## config.mk

```make
export PLATFORM = sky130hd
export DESIGN_NAME = pc_redirect_unit
export DESIGN_NICKNAME = d
export VERILOG_FILES = /design/src/rtl/pc_redirect_unit.sv
export SDC_FILE = /design/constraint.sdc
export NUM_CORES = 1
export LEC_CHECK = 0
export CAP_MARGIN = 25
export CORE_MARGIN = 2
export CORE_UTILIZATION = 59
export DETAILED_ROUTE_END_ITERATION = 8
export GPL_ROUTABILITY_DRIVEN = 0
export PLACE_DENSITY_LB_ADDON = 0.25
export SETUP_SLACK_MARGIN = 0.2
export SYNTH_ARGS = -nofsm -noshare
export SYNTH_HDL_FRONTEND = slang
export SYNTH_SLANG_ARGS = --single-unit
```

## constraint.sdc

```tcl
create_clock -name clk -period 10.7 [get_ports clk]
set_input_delay 2.675 -clock clk [delete_from_list [all_inputs] [get_ports clk]]
set_output_delay 2.675 -clock clk [all_outputs]
set_load 0.02 [all_outputs]
```

## src/rtl/pc_redirect_unit.sv

```systemverilog
// Fetch-side next-PC generator with an in-order prediction queue that checks
// each fetched instruction's branch prediction against its EXE-stage outcome.
module pc_redirect_unit #(
  parameter logic [31:0] RESET_PC = 32'h0000_0000,
  parameter int          QDEPTH   = 4
) (
  input  logic        clk,
  input  logic        rstn,
  input  logic        stall,
  input  logic        bp_taken,
  input  logic [31:0] bp_target,
  output logic [31:0] pc,
  output logic        fetch_valid,
  input  logic        ex_valid,
  input  logic [31:0] ex_pc,
  input  logic        ex_is_cti,
  input  logic        ex_taken,
  input  logic [31:0] ex_target,
  output logic        pcbranch,
  output logic        mispredict,
  output logic        flush,
  output logic        q_err,
  output logic [31:0] br_cnt,
  output logic [31:0] mp_cnt
);

  localparam int AW = $clog2(QDEPTH);

  logic [AW:0]   wptr, rptr;
  logic          q_taken  [QDEPTH];
  logic [31:0]   q_target [QDEPTH];

  logic          empty, full, act, push, pop;
  logic          h_taken;
  logic [31:0]   h_target;
  logic [31:0]   redirect_pc;

  assign empty = (wptr == rptr);
  assign full  = (wptr[AW] != rptr[AW]) && (wptr[AW-1:0] == rptr[AW-1:0]);

  assign h_taken  = q_taken[rptr[AW-1:0]];
  assign h_target = q_target[rptr[AW-1:0]];

  assign act         = ex_is_cti & ex_taken;
  assign pcbranch    = ex_valid & ex_is_cti & ex_taken;
  assign mispredict  = ex_valid & ~empty &
                       ((h_taken ^ act) | (act & (h_target != ex_target)));
  assign redirect_pc = act ? ex_target : ex_pc + 32'd4;

  // A pop in the same cycle frees the slot, so a full queue can still accept a push.
  assign fetch_valid = ~stall & ~(full & ~ex_valid) & ~flush & ~mispredict;

  assign push = fetch_valid;
  assign pop  = ex_valid & ~empty;

  always_ff @(posedge clk or negedge rstn) begin
    if (!rstn) begin
      pc     <= RESET_PC;
      wptr   <= '0;
      rptr   <= '0;
      flush  <= 1'b0;
      q_err  <= 1'b0;
      br_cnt <= '0;
      mp_cnt <= '0;
      for (int i = 0; i < QDEPTH; i++) begin
        q_taken[i]  <= 1'b0;
        q_target[i] <= '0;
      end
    end else begin
      flush <= mispredict;

      if (ex_valid && empty)
        q_err <= 1'b1;

      if (pop && ex_is_cti)
        br_cnt <= br_cnt + 32'd1;
      if (mispredict)
        mp_cnt <= mp_cnt + 32'd1;

      if (mispredict)
        pc <= redirect_pc;
      else if (fetch_valid)
        pc <= bp_taken ? bp_target : pc + 32'd4;

      // Redirect discards the in-flight push and pop and empties the queue.
      if (mispredict) begin
        wptr <= '0;
        rptr <= '0;
      end else begin
        if (push) begin
          q_taken[wptr[AW-1:0]]  <= bp_taken;
          q_target[wptr[AW-1:0]] <= bp_target;
          wptr <= wptr + (AW+1)'(1);
        end
        if (pop)
          rptr <= rptr + (AW+1)'(1);
      end
    end
  end

endmodule

```

### Yosys cells after proc, flatten, opt, wreduce, memory -nomap -nowiden

Cells that the tools add are included.

| operators by class | value |
|---|---|
| add/sub/neg operators | 6 |
| multipliers | 0 |
| div/mod/pow operators | 0 |
| magnitude comparators | 3 |
| equality and inequality tests | 4 |
| shifts and indexed selects | 0 |
| muxes and demuxes | 20 |
| bitwise logic cells | 20 |
| reductions and logical operators | 7 |

Operator list:

| cell | count |
|---|---|
| 32-bit 2-to-1 mux | 7 |
| 128-bit bitwise mux | 1 |
| 32-bit by 1-bit adder with 32-bit output, second input constant | 2 |
| 32-bit by 3-bit adder with 32-bit output, second input constant | 2 |
| 32-bit binary-select mux with 2-bit select | 1 |
| 32-bit demux with 2-bit select | 1 |
| 32-bit != test | 1 |
| 3-bit 2-to-1 mux | 4 |
| 1-bit bitwise AND | 10 |
| 3-bit by 1-bit adder with 3-bit output, second input constant | 2 |
| 3-bit >= comparator, second input constant | 2 |
| 1-bit NOT | 6 |
| 2-bit NOT with 3-bit output | 2 |
| 4-bit bitwise mux | 1 |
| 1-bit logical AND | 4 |
| 2-bit nonzero test | 2 |
| 3-bit equality test | 1 |
| 3-bit by 1-bit < comparator with 1-bit output, second input constant | 1 |
| 1-bit 2-to-1 mux | 3 |
| 1-bit binary-select mux with 2-bit select | 1 |
| 1-bit demux with 2-bit select | 1 |
| 2-bit equality test | 1 |
| 2-bit AND reduction | 1 |
| 1-bit != test | 1 |
| other kinds (2) | 2 |

| word-level totals | value |
|---|---|
| flip-flop bits (word level) | 236 |
| latch bits | 0 |
| memory bits (writable) | 0 |
| ROM bits | 0 |
| input port bits | 103 |
| output and inout bits | 101 |
| logic and storage cells | 75 |
| memories | 0 |

### Depth between registers and ports, before layout

| depth | value |
|---|---|
| depth after elaboration | 12 |
| depth in mapped cells | 13 |
| mapped depth without buffers | 9 |

### Worst setup path after synthesis

No wires, ideal clock.

| path | value |
|---|---|
| kind | input -> output |
| start point | input port ex_is_cti |
| end point | output port fetch_valid |
| arrival | 4.695 ns |
| data required time | 8.025 ns |
| setup slack | 3.330 ns |
| stages | 11 |
| path buffers | 4 |
| cell sequence | and2_1 clkbuf_1 o311ai_0 nor4_1 o2111ai_1 nor4_2 a21oi_4 buf_6 buf_6 buf_2 nor2_1 |

| between the ends | value |
|---|---|
| cells in the longest elaborated chain, start to end | 6 |

RTL lines:

| element | line | text |
|---|---|---|
| from (decl) | 16 | `input logic ex_is_cti,` |
| 1-bit bitwise AND (*) | 44 | `assign act = ex_is_cti & ex_taken;` |
| 1-bit bitwise XOR or 1-bit bitwise AND (tied branches) | 47 | `((h_taken ^ act) \| (act & (h_target != ex_target)));` |
| 1-bit bitwise OR (*) | 47 |  |
| 1-bit bitwise AND (*) | 46 | `assign mispredict = ex_valid & ~empty &` |
| via mispredict | 20 | `output logic mispredict,` |
| 1-bit NOT (no source line) (*) | -- |  |
| 1-bit bitwise AND (*) | 51 | `assign fetch_valid = ~stall & ~(full & ~ex_valid) & ~flush & ~mispredict;` |
| to (decl) | 13 | `output logic fetch_valid,` |

The timed path passes the listed nets; every way through them passes the cells marked *.

### Final worst setup path

| path | value |
|---|---|
| start point | input port ex_is_cti |
| end point | output port fetch_valid |

| between the ends | value |
|---|---|
| cells in the longest elaborated chain, start to end | 6 |

RTL lines:

| element | line |
|---|---|
| 1-bit bitwise AND (*) | 44 |
| 1-bit bitwise XOR or 1-bit bitwise AND (tied branches) | 47 |
| 1-bit bitwise OR (*) | 47 |
| 1-bit bitwise AND (*) | 46 |
| 1-bit NOT (no source line) (*) | -- |
| 1-bit bitwise AND (*) | 51 |

Mark *: on every way between the ends. The rest lies on a longest branch, timed or not.

==> summary.md <==
| Metric | Value |
|---|---|
| Status | finished, final reports clean |
| Fin util | roughly 74% |
| Synth Area per Inst | roughly 11 sq um |
| Most frequent cell after synthesis | dfrtp_1 |
| Post-Syn Area | between 10000 and 15000 sq um |
| Met3 GRT Util | under 10% |
| Iteration-0 DRC Markers | roughly 940 |
| DP HPWL | 25.1 mm |
| Syn Nets | between 1000 and 1500 |
| Worst-margin pin slew | 1.07 ns |
| Max-Cap Viols | 0 |
| Crit share post-route | between 70% and 80% |
| Critical path class | input pin to primary output |
| Vias per inst | about 6.4 |
| Vias in the first global route | about 10000 |
| Layout cell share with drive strength beyond 1 | around 15% |
| Num CTS Buffers | 25 |
| Synth top area share | a little under half |
| Post-synth EDFFs | 0 |
| Pin count of the biggest net entering global routing | 92 |
| PnR worst setup slack | around 2.2 ns |
| Nets | about 1400 |
| Initial antenna violation count | 0 |
| Warnings, synthesis | 0 |
| Critical Path Source Type | input pin |
| # IOs | about 200 |
| Leak Pwr | 6.38 nW |
| Die height | roughly 150 um |
| Synth-to-Final Area Change | 23.2% |
| Final count of pins violating max slew | 0 |
| Slew HR | between 20% and 30% |
| Clock slew at reported path FFs | around 0.060 ns |
| CORE AREA | roughly 21000 sq um |
| GRT Max-Usage Layer | met2 |
| Count of cell types in the netlist | 55 |
| DP Worst Slack | 2.18 ns |
| Pwr Total | a little over 4 mW |
| Cell Area, Placed | between 10000 and 15000 sq um |
| Fill cell count | between 1000 and 1500 |
| H-tree depth | 1 |
| Die ar. | around 23000 sq um |
| Routed wire length | between 30 and 40 mm |
| Synth area leader | dfrtp_1 |
| DRT antenna net count | 0 |
| GRT Overall Usage | approximately 32% |
| # DRC | 0 |
| Clk root buf | clkbuf_16 |
| VDD IR max | 156 uV |
| Tmin final | 8.53 ns |
| Hold Buf Count CTS | 0 |
| Largest fanout on the critical path | 18 |
| Sequential share of the synthesized area | ~47% |
| Vias | 10296 |
| ANT cells | 0 |
| Setup Skew | around 0.011 ns |
| Worst skew pair latency | approximately 0.52 ns |
| Remaining global-route overflow | 0 |
| CTS tree | done |
| Fmax | approximately 120 MHz |
| Met2 GRT Util | ~52% |
| Average wire per standard cell | 22.5 um |
| Setup TNS | 0 ns |
| Clock Path Buffers | 3 |
| Setup bufs post-CTS | 0 |
| Flops & latches, synth | about 240 |
| Final hold vios | 0 |
| Synth Flop Type | dfrtp_1 |
| Hold/Removal Path Class | register to register |
| Worst Path Required | 8.03 ns |
| First-pass GRT wire length | between 50 and 60 mm |
| Post-route cell area | roughly 16000 sq um |
| Commonest cells post-synth | dfrtp_1, mux2_2, xnor2_1 |
| Power Density | 261 nW/um^2 |
| Pre-Repair DR Iteration Count | 6 |
| Die X | between 150 and 200 um |
| Worst Setup End Kind | primary output |
| Ys async rst share | between 90% and 100% |
| CP Data Arrival Time | 5.86 ns |
| Final setup violating endpoints | 0 |
| Rows | 53 |
| PortBufs | just over 200 |
| GR Util met1 | a little over two fifths |
| Initial Util | between 60% and 70% |
| Unrepaired setup endpoints after global routing | false |
| Cells after synthesis | 1137 |
| Area contributors post-synth | dfrtp_1, mux2_2, xnor2_1, mux4_2, mux2i_1 |
| Clock sinks | 236 |
| Cts repair resizes | 0 |
[layout make-up]
cell class | count | area [sq um] | area share [%]
Multi-Input combinational cell | 813 | 6310 | 40.4
Sequential cell | 236 | 5910 | 37.8
Timing Repair Buffer | 220 | 2180 | 13.9
Clock inverter | 7 | 85.1 | 0.544
Clock buffer | 37 | 711 | 4.54
Tap cell | 275 | 344 | 2.20
Inverter | 27 | 101 | 0.648
[critical path, cell delays in order]
cell,delay (ns)
clkdlybuf4s50_1,0.57
and2_1,0.62
o311ai_0,0.31
nor4_1,0.23
o2111ai_1,0.16
nor4_2,0.26
a21oi_4,0.25
nor2_1,0.15
clkdlybuf4s50_1,0.62
[registers in the layout, summed over array words and instances, names as in the netlist]
register / cells
q_err: 1
flush: 1
q_target: 128
mp_cnt: 32
wptr: 3
q_taken: 4
pc: 32
rptr: 3
br_cnt: 32
[per-stage QoR]
step                std cells  hold slack (ns)
floorplan                1137            0.452
global placement         1569            0.447
detailed placement       1569            0.448
CTS                      1613            0.462
global route             1615            0.482
finish                   1615            0.459
[report_power, final]
group          switching [mW]  total, mW  internal [mW]
Sequential              0.302       1.54           1.24
Clock                   0.349      0.854          0.505
Combinational           0.855       1.68          0.827
[placed cells by master, fill, tap and decap left out, types with 26 or more instances in the layout]
cell and n:
nand4_1 30, nor2_1 64, clkdlybuf4s50_1 201, dfrtp_1 234
xnor2_1 91, o21ai_0 45, inv_1 26, mux2_2 109
nand2_1 71, nand3_1 56, xor2_1 28, mux2_1 30
mux2i_1 42, a21oi_1 47
[final timing paths]
check,to,slack [ns],cells after the start,startpoint
min,q_err,0.46,1,q_err
max reg2reg,mp_cnt[7],6.11,10,rptr[1]
min in group asynchronous,br_cnt[30],2.14,1,rstn
max,fetch_valid,2.17,9,ex_is_cti
max in group asynchronous,rptr[1],7.12,2,rstn
min reg2reg,q_err,0.46,1,q_err
[metal layers]
metal | wire length (um) | vias up
met3 | 3070 | 117
li1 | - | 4503
met1 | 14900 | 5109
met5 | 0 | -
met2 | 16800 | 567
met4 | 1590 | 0
[logic make-up after synthesis]
family          count (synthesis)  share of synthesized area [%]
xor+xnor                      119                           8.21
compound gates                175                           8.93
mux                           202                           19.4
fa+ha+maj                       9                          0.888
flops                         236                           46.5
simple gates                  308                           12.2
buf+inv                        88                           3.84
Power figures use the tool's default switching activity.
